===== src/rtl/uart_rx_sched_if.sv =====
// FIFO-side bus of the UART receive scheduler.
// The master modport is the scheduler; the slave modport is the receive FIFO.
interface uart_rx_sched_if #(
  parameter int DWIDTH = 8
);
  logic              fifo_wr;
  logic [DWIDTH-1:0] fifo_wdata;
  logic              fifo_rd;
  logic [DWIDTH-1:0] fifo_rdata;
  logic              fifo_empty;
  logic              fifo_full;

  modport master (
    output fifo_wr,
    output fifo_wdata,
    output fifo_rd,
    input  fifo_rdata,
    input  fifo_empty,
    input  fifo_full
  );

  modport slave (
    input  fifo_wr,
    input  fifo_wdata,
    input  fifo_rd,
    output fifo_rdata,
    output fifo_empty,
    output fifo_full
  );
endinterface


===== src/rtl/uart_rx_sched.sv =====
// UART receive scheduler: FIFO write path, head prefetch, CPU/DMA round-robin, level and irqs.
// Optional character timeout is built when UART_RX_SCHED_TIMEOUT_EN is defined.
module uart_rx_sched #(
  parameter int DWIDTH  = 8,
  parameter int AWIDTH  = 4,
  parameter int TOWIDTH = 16
) (
  input  logic                clk,
  input  logic                rst,
  input  logic                rx_valid,
  input  logic [DWIDTH-1:0]   rx_data,
  uart_rx_sched_if.master     fifo,
  input  logic                cpu_req,
  input  logic                dma_req,
  input  logic                dma_en,
  output logic                cpu_gnt,
  output logic                dma_gnt,
  output logic [DWIDTH-1:0]   rd_data,
  output logic                rd_valid,
  input  logic [AWIDTH+1:0]   trig_lvl,
  input  logic [TOWIDTH-1:0]  to_limit,
  input  logic                ovr_clr,
  output logic [AWIDTH+1:0]   level,
  output logic                irq_trig,
  output logic                irq_timeout,
  output logic                overrun
);

  typedef enum logic {
    S_EMPTY = 1'b0,
    S_VALID = 1'b1
  } state_t;

  localparam logic [AWIDTH+1:0] LEVEL_MAX = (AWIDTH+2)'((2 ** AWIDTH) + 1);

  state_t              state_q, state_d;
  logic [DWIDTH-1:0]   rd_data_q, rd_data_d;
  logic [AWIDTH+1:0]   level_q, level_d;
  logic                overrun_q, overrun_d;
  logic                last_dma_q, last_dma_d;

  logic                wr_acc;
  logic                wr_drop;
  logic                cpu_elig;
  logic                dma_elig;
  logic                cpu_gnt_c;
  logic                dma_gnt_c;
  logic                gnt;
  logic                pop;

  assign fifo.fifo_wr    = rx_valid;
  assign fifo.fifo_wdata = rx_data;
  assign fifo.fifo_rd    = pop;

  assign wr_acc   = rx_valid & ~fifo.fifo_full;
  assign wr_drop  = rx_valid &  fifo.fifo_full;
  assign cpu_elig = cpu_req;
  assign dma_elig = dma_req & dma_en;

  // On a conflict the requester that did not win last time gets the byte.
  always_comb begin
    cpu_gnt_c = 1'b0;
    dma_gnt_c = 1'b0;
    if (state_q == S_VALID) begin
      if (cpu_elig && (!dma_elig || last_dma_q)) begin
        cpu_gnt_c = 1'b1;
      end else if (dma_elig) begin
        dma_gnt_c = 1'b1;
      end
    end
  end

  assign gnt = cpu_gnt_c | dma_gnt_c;

  always_comb begin
    state_d   = state_q;
    rd_data_d = rd_data_q;
    pop       = 1'b0;
    case (state_q)
      S_EMPTY: begin
        if (!fifo.fifo_empty) begin
          pop       = 1'b1;
          rd_data_d = fifo.fifo_rdata;
          state_d   = S_VALID;
        end
      end
      S_VALID: begin
        if (gnt) begin
          if (!fifo.fifo_empty) begin
            pop       = 1'b1;
            rd_data_d = fifo.fifo_rdata;
          end else begin
            state_d = S_EMPTY;
          end
        end
      end
      default: begin
        state_d = S_EMPTY;
      end
    endcase
  end

  always_comb begin
    level_d    = level_q;
    overrun_d  = wr_drop | (overrun_q & ~ovr_clr);
    last_dma_d = last_dma_q;
    if (cpu_gnt_c) begin
      last_dma_d = 1'b0;
    end else if (dma_gnt_c) begin
      last_dma_d = 1'b1;
    end
    case ({wr_acc, gnt})
      2'b10: begin
        if (level_q != LEVEL_MAX) begin
          level_d = level_q + 1'b1;
        end
      end
      2'b01: begin
        if (level_q != '0) begin
          level_d = level_q - 1'b1;
        end
      end
      default: begin
        level_d = level_q;
      end
    endcase
  end

  // Last-grant pointer resets to DMA so the CPU wins the first conflict.
  always_ff @(posedge clk or posedge rst) begin
    if (rst) begin
      state_q    <= S_EMPTY;
      rd_data_q  <= '0;
      level_q    <= '0;
      overrun_q  <= 1'b0;
      last_dma_q <= 1'b1;
    end else begin
      state_q    <= state_d;
      rd_data_q  <= rd_data_d;
      level_q    <= level_d;
      overrun_q  <= overrun_d;
      last_dma_q <= last_dma_d;
    end
  end

  assign cpu_gnt  = cpu_gnt_c;
  assign dma_gnt  = dma_gnt_c;
  assign rd_data  = rd_data_q;
  assign rd_valid = (state_q == S_VALID);
  assign level    = level_q;
  assign overrun  = overrun_q;
  assign irq_trig = (trig_lvl != '0) && (level_q >= trig_lvl);

`ifdef UART_RX_SCHED_TIMEOUT_EN
  logic [TOWIDTH-1:0] to_cnt_q, to_cnt_d;

  // Counts idle cycles while bytes are held; any traffic or an empty block restarts it.
  always_comb begin
    to_cnt_d = to_cnt_q;
    if ((level_q == '0) || wr_acc || gnt) begin
      to_cnt_d = '0;
    end else if (to_cnt_q != '1) begin
      to_cnt_d = to_cnt_q + 1'b1;
    end
  end

  always_ff @(posedge clk or posedge rst) begin
    if (rst) begin
      to_cnt_q <= '0;
    end else begin
      to_cnt_q <= to_cnt_d;
    end
  end

  assign irq_timeout = (to_limit != '0) && (to_cnt_q >= to_limit);
`else
  logic unused_to_limit;
  assign unused_to_limit = ^to_limit;
  assign irq_timeout     = 1'b0;
`endif

endmodule


===== src/flat_wrapper.sv =====
// flat-port wrapper written by rule: the top's interface ports become plain ports
module uart_rx_sched_flat 
#(
  parameter int DWIDTH  = 8,
  parameter int AWIDTH  = 4,
  parameter int TOWIDTH = 16
)
  (clk, rst, rx_valid, rx_data, cpu_req, dma_req, dma_en, cpu_gnt, dma_gnt, rd_data, rd_valid, trig_lvl, to_limit, ovr_clr, level, irq_trig, irq_timeout, overrun, fifo_fifo_wr, fifo_fifo_wdata, fifo_fifo_rd, fifo_fifo_rdata, fifo_fifo_empty, fifo_fifo_full);
  uart_rx_sched_if #(.DWIDTH(DWIDTH)) fifo_i ();
  input  logic clk;
  input  logic rst;
  input  logic rx_valid;
  input  logic [DWIDTH-1:0] rx_data;
  input  logic cpu_req;
  input  logic dma_req;
  input  logic dma_en;
  output logic cpu_gnt;
  output logic dma_gnt;
  output logic [DWIDTH-1:0] rd_data;
  output logic rd_valid;
  input  logic [AWIDTH+1:0] trig_lvl;
  input  logic [TOWIDTH-1:0] to_limit;
  input  logic ovr_clr;
  output logic [AWIDTH+1:0] level;
  output logic irq_trig;
  output logic irq_timeout;
  output logic overrun;
  output wire logic [$bits(fifo_i.fifo_wr)-1:0] fifo_fifo_wr;
  output wire logic [$bits(fifo_i.fifo_wdata)-1:0] fifo_fifo_wdata;
  output wire logic [$bits(fifo_i.fifo_rd)-1:0] fifo_fifo_rd;
  input wire logic [$bits(fifo_i.fifo_rdata)-1:0] fifo_fifo_rdata;
  input wire logic [$bits(fifo_i.fifo_empty)-1:0] fifo_fifo_empty;
  input wire logic [$bits(fifo_i.fifo_full)-1:0] fifo_fifo_full;
  assign fifo_fifo_wr = fifo_i.fifo_wr;
  assign fifo_fifo_wdata = fifo_i.fifo_wdata;
  assign fifo_fifo_rd = fifo_i.fifo_rd;
  assign fifo_i.fifo_rdata = fifo_fifo_rdata;
  assign fifo_i.fifo_empty = fifo_fifo_empty;
  assign fifo_i.fifo_full = fifo_fifo_full;
  uart_rx_sched #(.DWIDTH(DWIDTH), .AWIDTH(AWIDTH), .TOWIDTH(TOWIDTH)) u_core (.clk(clk), .rst(rst), .rx_valid(rx_valid), .rx_data(rx_data), .fifo(fifo_i), .cpu_req(cpu_req), .dma_req(dma_req), .dma_en(dma_en), .cpu_gnt(cpu_gnt), .dma_gnt(dma_gnt), .rd_data(rd_data), .rd_valid(rd_valid), .trig_lvl(trig_lvl), .to_limit(to_limit), .ovr_clr(ovr_clr), .level(level), .irq_trig(irq_trig), .irq_timeout(irq_timeout), .overrun(overrun));
endmodule

===== config.mk =====
export PLATFORM = sky130hd
export DESIGN_NAME = uart_rx_sched_flat
export DESIGN_NICKNAME = d
export VERILOG_FILES = /design/src/rtl/uart_rx_sched_if.sv /design/src/rtl/uart_rx_sched.sv /design/src/flat_wrapper.sv
export SDC_FILE = /design/constraint.sdc
export NUM_CORES = 1
export LEC_CHECK = 0
export ABC_AREA = 1
export BUFFER_PORTS_ARGS = -buffer_cell sky130_fd_sc_hd__buf_2
export CAP_MARGIN = 40
export CORE_AREA = 2 2 57 59
export CTS_CLUSTER_SIZE = 40
export DETAILED_ROUTE_END_ITERATION = 12
export DIE_AREA = 0 0 59 61
export PLACE_DENSITY = 0.77
export SLEW_MARGIN = 20
export SYNTH_ARGS = -nofsm -noshare
export SYNTH_HDL_FRONTEND = slang
export SYNTH_SLANG_ARGS = --single-unit

===== constraint.sdc =====
create_clock -name clk -period 2.7 [get_ports clk]
set_clock_uncertainty 0.15 [all_clocks]
set_input_delay 0.135 -clock clk [delete_from_list [all_inputs] [get_ports clk]]
set_output_delay 0.135 -clock clk [all_outputs]
set_load 0.005 [all_outputs]

# Word level (Yosys, flattened, before mapping)
# Cells that the tools add are included.
[op_classes]
n_lt_le_gt_ge = 1
addsub = 2
reduce_logical = 9
n_mux = 18
eq_ne = 6
bitwise = 9
[op_table]
columns = ["operator", "n"]
rows = [
  ["2-to-1 mux 8 bit", 2],
  ["one-hot mux 8 bit (2 select lines)", 1],
  ["2-to-1 mux 6 bit", 2],
  ["one-hot mux 6 bit (2 select lines)", 1],
  ["nonzero test 6 bit", 2],
  ["2-to-1 mux 1 bit", 10],
  ["adder 6 x 1 -> 6 bit, second input constant", 1],
  [">= comparator 6 bit", 1],
  ["!= test 6 x 5 -> 1 bit, second input constant", 1],
  ["subtractor 6 x 1 -> 6 bit, second input constant", 1],
  ["bitwise AND 1 bit", 4],
  ["!= test 2 x 1 -> 1 bit, second input constant", 2],
  ["one-hot mux 1 bit (2 select lines)", 2],
  ["nonzero test 2 bit", 2],
  ["NOT 1 bit", 3],
  ["AND reduction 3 bit", 1],
  ["== test 2 x 1 -> 1 bit, second input constant", 1],
  ["== test 2 bit, second input constant", 1],
  ["logical AND 1 bit", 2],
  ["!= test 2 bit, second input constant", 1],
  ["bitwise OR 1 bit", 2],
  ["zero test 1 bit", 1],
  ["logical OR 1 bit", 1],
]
[totals]
ff_bits = 17
in_bits = 47
output_inout_bits = 30
word_cells = 50

# Logic depth before layout (Yosys ltp)
# Gate-level depths: netlist of the first run.
[logic_depth]
depth_word = 10
mapped_depth = 16
mapped_depth_nobuf = 16

# Least setup slack after synthesis of the first run
# OpenSTA, ideal clock, no wires.
[synth_timing]
path_type = "register -> register"
start = "register u_core.last_dma_q"
end = "register u_core.level_q[3] (netlist: u_core.level[3])"
t_required_ns = 2.427
path_stages_with_launch = 13
path_buffers = 0
setup_slack_ns = 0.638
arrival_time_ns = 1.790
setup_time_ns = 0.123
synth_period_minus_slack_ns = 2.062
cell_sequence = "dfstp_2 -> inv_1 -> nand3_1 -> nand3_2 -> nand2_2 -> nand2_1 -> inv_1 -> ha_1 -> nand2_1 -> nand2_1 -> a31oi_1 -> xor2_1 -> a21oi_1"
[synth_via]
elab_chain_len = 8
elab_cells_between_ends = 14
cone_classes = "eq/ne (4); mux (5); bitwise (1); reduce/logical (4)"
[synth_lines]
columns = ["element", "line", "text"]
rows = [
  ["start, declared", "uart_rx_sched.sv:40", "logic last_dma_q, last_dma_d;"],
  ["start signal, assigned", "uart_rx_sched.sv:142", "last_dma_q <= last_dma_d;"],
  ["logical OR 1 bit (*)", "uart_rx_sched.sv:65", "if (cpu_elig && (!dma_elig || last_dma_q)) begin"],
  ["logical AND 1 bit (*)", "uart_rx_sched.sv:65", ""],
  ["2-to-1 mux 1 bit", "uart_rx_sched.sv:65", ""],
  ["2-to-1 mux 1 bit", "uart_rx_sched.sv:64", "if (state_q == S_VALID) begin"],
  ["bitwise OR 1 bit (*)", "uart_rx_sched.sv:73", "assign gnt = cpu_gnt_c | dma_gnt_c;"],
  ["== test 2 x 1 -> 1 bit / == test 2 bit (equally long branches)", "uart_rx_sched.sv:112", "case ({wr_acc, gnt})"],
  ["!= test 2 x 1 -> 1 bit (no source line) / nonzero test 2 bit (equally long branches)", "--", ""],
  ["AND reduction 3 bit (no source line)", "--", ""],
  ["end signal, assigned", "uart_rx_sched.sv:140", "level_q <= level_d;"],
  ["end, declared", "uart_rx_sched.sv:38", "logic [AWIDTH+1:0] level_q, level_d;"],
]
# Every way passes the cells marked *; elsewhere a longest branch is shown, timed or not.
# A chain may end at the register's enable or synchronous reset.

# Final worst setup path of the first run
[layout_timing]
start = "register u_core.last_dma_q"
end = "register u_core.level_q[5] (netlist: u_core.level[5])"
# Same word-level chain as after synthesis.

==> results of run 1 <==
-- flip-flops by register name, summed over array words and instances, names as in the netlist --
| register | count |
|---|---|
| u_core.overrun | 1 |
| u_core.rd_valid | 1 |
| u_core.level | 6 |
| u_core.rd_data | 8 |
| u_core.last_dma_q | 1 |
-- layout by cell type, fill, tap and decap left out, drive strengths merged --
cell / count
o2111ai: 1
dfstp: 1
fa: 1
clkbuf: 4
conb: 1
buf: 43
o211ai: 1
dfrtp: 16
a31oi: 1
o21ai: 5
xor2: 4
ha: 10
a21oi: 8
dlygate4sd3: 12
nand3: 10
inv: 28
nand2: 48
nand4: 3
nor2: 9
-- where the power goes --
group	switching, mW	internal, mW
Clock	0.0725	0.0573
Combinational	0.325	0.274
Sequential	0.0929	0.336
Total	0.490	0.668
-- kinds of logic after synthesis --
logic type / Yosys count
and+or+nand+nor: 70
adders and majority gates: 11
other: 1
xor gates and xnor gates: 4
buffers and inverters: 39
DFF: 17
AOI/OAI and AO/OA: 16
-- through the flow --
stage	cell area (um^2)	util, %	total power [mW]	hold slack [ns]
detailed placement	1370	46.4	1.02	0.107
CTS	1520	51.3	1.17	0.0364
global route	1520	51.3	1.29	0.0779
global placement	1370	46.4	1.01	0.0976
floorplan	1200	-	0.843	-0.0897
finish	1520	51.3	1.16	0.0486
-- synth_stat cells --
library cell,count,area share [%]
nand2_1,44,14
inv_1,27,8.5
dfrtp_1,16,33
buf_4,10,6.3
ha_1,10,10
nand3_1,8,3.3
nor2_1,8,2.5
a21oi_1,7,2.9
nand2_2,4,2.1
o21ai_0,4,1.7
xor2_1,4,2.9
nand4_1,3,1.6
nand3_2,2,1.7
a21oi_2,1,0.73
a31oi_1,1,0.52
buf_6,1,0.94
conb_1,1,0.31
dfstp_2,1,2.2
fa_1,1,1.7
inv_2,1,0.31
nor2_2,1,0.52
o2111ai_1,1,0.73
o211ai_1,1,0.63
o21ai_1,1,0.42
-- metal layers --
metal	vias up	wire (um)	GRT usage (%)
li1	585	-	-
met1	478	1070	19.0
met2	31	1180	24.8
met3	4	122	2.99
met4	0	18	3.90
met5	-	0	0
-- worst paths after layout --
check | to | slack [ns] | startpoint | cells past startpoint
setup reg to reg | u_core.level[5] | 0.39 | u_core.last_dma_q | 15
max in group asynchronous | u_core.overrun | 1.65 | rst | 3
hold / removal | u_core.last_dma_q | 0.05 | cpu_req | 4
setup / recovery | u_core.level[5] | 0.39 | u_core.last_dma_q | 15
hold reg to reg | u_core.rd_data[3] | 0.33 | u_core.rd_data[3] | 2
min in group asynchronous | u_core.rd_data[3] | 0.34 | rst | 3
-- area by class of cell --
type / count / area [um^2]
fillers: 291 / 1440
multi-input cells: 102 / 581
flip-flops and latches: 17 / 427
repair buffers: 55 / 335
inverters: 28 / 105
well taps: 33 / 41.3
clock buffers: 4 / 26.3
-- worst reg2reg max path: cells and delay by family, from the launching register on --
kind          cells  cell delay, ns
flops             1            0.55
buf+inv           2            0.19
fa+ha+maj         1            0.30
simple gates     12            1.03
==> results_dict.tcl, run 1 <==
set metrics [dict create \
    routed_wl_um 2390 \
    ctsHoldBuffers 12 \
    htreeDepth 1 \
    hpwl_um 1770 \
    io_buffer_count 43 \
    yosys.area_share.simple_pct 25.5 \
    drt_iter0_markers 23 \
    cp.required_ns 2.73 \
    final_antenna_net_count 0 \
    setup_slack_ns 0.388 \
    via_per_inst 4.59 \
    die_w_um 59 \
    routabilityCongestion 0.777 \
    synthCells 158 \
    end_kind "flip-flop" \
    max_cap_violations 0 \
    ys_seq_area_share_pct 35.6 \
    firstDrtPassIters 4 \
    cts_root_buf "clkbuf_4" \
    grt-ovfl-total 0 \
    coreArea_um2 2950 \
    place_ws_ns 0.392 \
    worstSkewPairLatency_ns 0.28 \
    drv_slew 0 \
    min_period_over_period_pct 85.6 \
    synth_top_family_by_area "simple AND/OR/NAND/NOR gates" \
    synth_compound_area_share_pct 7.62 \
    fmax_mhz 433 \
    cts_buffers 3 \
    antenna_cells 0 \
    worst-path-buf-inv 2 \
    drc 0 \
    hold_viol 0 \
    critPathTopFamily "simple AND/OR/NAND/NOR gates" \
    worstPathCellList "inv_1 > nand3_1 > nand3_2 > nand2_2 > nand2_1 > inv_1 > ha_1 > nand2_1 > nand2_1 > nand2_1 > nand3_1 > nand3_1 > nand3_1 > nand2_1 > nand2_1" \
    grt_pass1_wl_um 4040 \
    slowest_delay_ns 0.55 \
    synthAdderAreaFrac_pct 12.1 \
    relSlewSlack_pct 58.1 \
    die_h_um 61 \
    antenna_found_initial 0 \
    rows 20 \
    yosys_warnings 0 \
    clock_path_buffers 2 \
    die-area_um2 3600 \
    tightest_slew_ns 0.628 \
    fin_nets 265 \
    synth.cell_area_um2 1200 \
    grt_pass1_vias 961 \
    ys_seq_elements 17 \
    avgSynthCellArea_um2 7.59 \
    crit_arrival_ns 2.34 \
    synth_cell_types 24 \
    worst-setup-path-type "flip-flop to flip-flop" \
    cts_tree "built" \
    worstPathMaxFanout 5 \
    track_usage_pct 14.6 \
    hold_class "input pin to flip-flop" \
    post_cts_resized 0 \
    fin_cells 239 \
    leakage_nw 0.902 \
    cts_sinks 17 \
    setup_tns_ns 0 \
    synth_mux_area_share_pct 0 \
    peakVddDrop_uv 319 \
    crit_path_frequent_cell "nand2_1" \
    cp-start-kind "flip-flop" \
    powerDensity_nw_per_um2 764 \
    cts_setup_buffers 0 \
    synth-xor-area-share_pct 2.92 \
    syn2layout_area_growth_pct 26.4 \
    critical-path-slowest-cell "dfstp_2" \
    ios 77 \
    cts.reportedPaths.clkPinSlew_ns 0.09 \
    num_vias 1098 \
    syn_nets 216 \
    drive_above_1_share_pct 27.2 \
    period_needed_ns 2.31 \
    setup_viol 0 \
    dpl.cell_count 223 \
    status "completed" \
    wl_per_cell_um 10.0 \
    grt_max_degree 18 \
    rsz0062_at_grt "false" \
    initial_core_util_pct 40.6 \
]
(Power assumes the default switching activity.)
==> run 2: changes to the inputs <==
--- a/config.mk
+++ b/config.mk
@@ -5,14 +5,13 @@
 export SDC_FILE = /design/constraint.sdc
 export NUM_CORES = 1
 export LEC_CHECK = 0
-export ABC_AREA = 1
 export BUFFER_PORTS_ARGS = -buffer_cell sky130_fd_sc_hd__buf_2
 export CAP_MARGIN = 40
-export CORE_AREA = 2 2 57 59
+export CORE_AREA = 2 2 56 58
 export CTS_CLUSTER_SIZE = 40
 export DETAILED_ROUTE_END_ITERATION = 12
-export DIE_AREA = 0 0 59 61
-export PLACE_DENSITY = 0.77
+export DIE_AREA = 0 0 58 60
+export PLACE_DENSITY = 0.78
 export SLEW_MARGIN = 20
 export SYNTH_ARGS = -nofsm -noshare
 export SYNTH_HDL_FRONTEND = slang
==> run 2 against run 1 <==
  * Register-to-register slack got worse by 0.08 ns
  * First-iteration DRC count down 22%
  * Critical endpoint unchanged
  * Worst setup slack worse by 0.084 ns
  * Critical path type unchanged
  * Flip-flop and latch count is the same
==> results_dict.tcl, run 2 <==
set metrics [dict create \
    ys_seq_elements 17 \
    crit_arrival_ns 2.46 \
    ctsHoldBuffers 13 \
    leakage_nw 0.778 \
    hpwl_um 1920 \
    status "completed" \
    routed_wl_um 2530 \
    drc 0 \
    grt_max_degree 18 \
    endpoint "u_core.level[5]" \
    path_depth 8 \
    r2r-end "u_core.level[5]" \
    peakVddDrop_uv 615 \
    setup_tns_ns 0 \
    num_vias 970 \
    synth_top_family_by_area "multiplexers" \
    cp.required_ns 2.76 \
    nFillCells 271 \
    wl_per_cell_um 13.2 \
    grt-ovfl-total 0 \
    crit_path_start "u_core.rd_valid" \
    worstPathMaxFanout 7 \
    worstPathCellList "nand3_1 > inv_1 > ha_1 > a211oi_1 > o21bai_1 > a21oi_1 > mux2i_1 > xnor2_1" \
    grt-busiest-layer "met2" \
    powerDensity_nw_per_um2 772 \
    final_common_cell "buf_2" \
    firstDrtPassIters 4 \
    die_h_um 60 \
    multiInputGateArea_um2 603 \
    setup_slack_ns 0.304 \
    power.total_mw 1.15 \
    grt_pass1_vias 1033 \
    drive_above_1_share_pct 39.6 \
    die-area_um2 3480 \
    yosysTopAreaCell "dfrtp_1" \
    synthAdderAreaFrac_pct 12.6 \
    worst-setup-path-type "flip-flop to flip-flop" \
    synth-edff-count 0 \
    synth_cell_types 28 \
    fin_nets 218 \
    yosysTopAreaCellShare_pct 34.8 \
    ios 77 \
    track_usage_pct 15.5 \
    antenna_found_initial 0 \
    reg2reg_slack_ns 0.30 \
    r2r-start "u_core.rd_valid" \
    yosys.area_share.simple_pct 9.25 \
    largest_reg_flops 8 \
    rows 20 \
    slowest_delay_ns 0.47 \
    cts_tree "built" \
    end_kind "flip-flop" \
    syn_nets 167 \
    grt_pass1_wl_um 4100 \
    regArea_um2 427 \
    drt_iter0_markers 18 \
    initial_core_util_pct 39.6 \
    async_flop_share_pct 100 \
    routabilityCongestion 0.774 \
    synth.cell_area_um2 1150 \
    whs_ns 0.0393 \
    htreeDepth 1 \
    setup_viol 0 \
    max_cap_violations 0 \
    worstSkewPairLatency_ns 0.28 \
    cp-start-kind "flip-flop" \
    synthCells 109 \
    rsz0062_at_grt "false" \
    syn2layout_area_growth_pct 29.4 \
    relSlewSlack_pct 54.3 \
    post_cts_resized 0 \
    cts_sinks 17 \
    use_met2_pct 32.5 \
    cts_setup_buffers 0 \
    use_met3_pct 3.25 \
    rr_worst_depth 8 \
    antenna_cells 0 \
    final_cell_mix "buf_2 (43), dfrtp_1 (16), dlygate4sd3_1 (13)" \
    fmax_mhz 417 \
    worst-path-buf-inv 1 \
    tightest_slew_ns 0.685 \
    synth_mux_area_share_pct 13.5 \
    yosysMostFrequentCell "dfrtp_1" \
    synth_compound_area_share_pct 12.9 \
    cts.reportedPaths.clkPinSlew_ns 0.10 \
    cts_root_buf "clkbuf_4" \
    critPathTopFamily "compound AO/OA/AOI/OAI gates" \
    ys_top_cells_by_count "dfrtp_1 (16), inv_1 (12), buf_4 (10), ha_1 (10), mux2_2 (8)" \
    hold_viol 0 \
    grt.met1_usage_pct 13.8 \
    avgSynthCellArea_um2 10.5 \
    yosys_warnings 0 \
    clock_path_buffers 2 \
    ys_seq_area_share_pct 37.1 \
    io_buffer_count 43 \
    place_ws_ns 0.332 \
    cts_buffers 3 \
    die_w_um 58 \
    synthTopCellsByArea "dfrtp_1 (35%), ha_1 (11%), mux2_2 (7.8%)" \
    critical-path-slowest-cell "dfrtp_1" \
    hold_class "input pin to flip-flop" \
    coreArea_um2 2900 \
    min_period_over_period_pct 88.7 \
    period_needed_ns 2.40 \
    synth-xor-area-share_pct 3.81 \
    via_per_inst 5.05 \
    ys_dominant_reg_cell "dfrtp_1" \
    drv_slew 0 \
    final_antenna_net_count 0 \
]
## run 2: cell type report
cell class              count  share of cell area, %
repair buffers             56                   23.2
multi-input cells          70                   40.5
flip-flops and latches     17                   28.7
well taps                  33                   2.78
clock buffers               4                   1.77
inverters                  12                   3.03
## run 2: layer usage
metal | vias to the layer above | wire length, um | part of all wire, %
met5 | - | 0 | 0
met4 | 0 | 41 | 1.6
met3 | 6 | 130 | 5.1
met2 | 26 | 1430 | 57
met1 | 470 | 925 | 37
li1 | 468 | - | -
## run 2: cell families (layout without fill, tap and decap cells)
| family | count (synthesis) | after routing |
|---|---|---|
| buffers and inverters | 22 | 72 |
| AOI/OAI and AO/OA | 21 | 21 |
| and+or+nand+nor | 19 | 19 |
| DFF | 17 | 17 |
| muxes | 13 | 13 |
| adders and majority gates | 11 | 11 |
| xor gates and xnor gates | 5 | 5 |
| other | 1 | 1 |
## run 2: metrics by stage
step,cell area [um^2],std cells,utilization [%]
CTS,1490,192,51.2
detailed placement,1330,175,45.9
finish,1490,192,51.2
global placement,1330,175,45.9
global route,1490,192,51.2
floorplan,1150,109,-
## run 2: worst min path at each step
stage	start	end	cells past startpoint	slack, ns
after floorplan	rst	u_core.level[0]	1	-0.09
after global placement	rst	u_core.rd_data[5]	2	0.10
after detailed placement	rx_data[6]	fifo_fifo_wdata[6]	0	0.12
after CTS	cpu_req	u_core.last_dma_q	3	0.02
after global routing	cpu_req	u_core.last_dma_q	3	0.03
final	cpu_req	u_core.last_dma_q	3	0.04
## run 2: report_power, final
part | switching [mW] | internal [mW] | leakage (nW)
clock network | 0.0785 | 0.0573 | 0.0150
logic | 0.257 | 0.330 | 0.565
registers | 0.0997 | 0.326 | 0.197
total | 0.435 | 0.713 | 0.778
## run 2: worst register-to-register path, cell delays in order, from the launching register on
cell      delay [ns]
dfrtp_1         0.47
nand3_1         0.21
inv_1           0.26
ha_1            0.30
a211oi_1        0.24
o21bai_1        0.11
a21oi_1         0.22
mux2i_1         0.24
xnor2_1         0.13
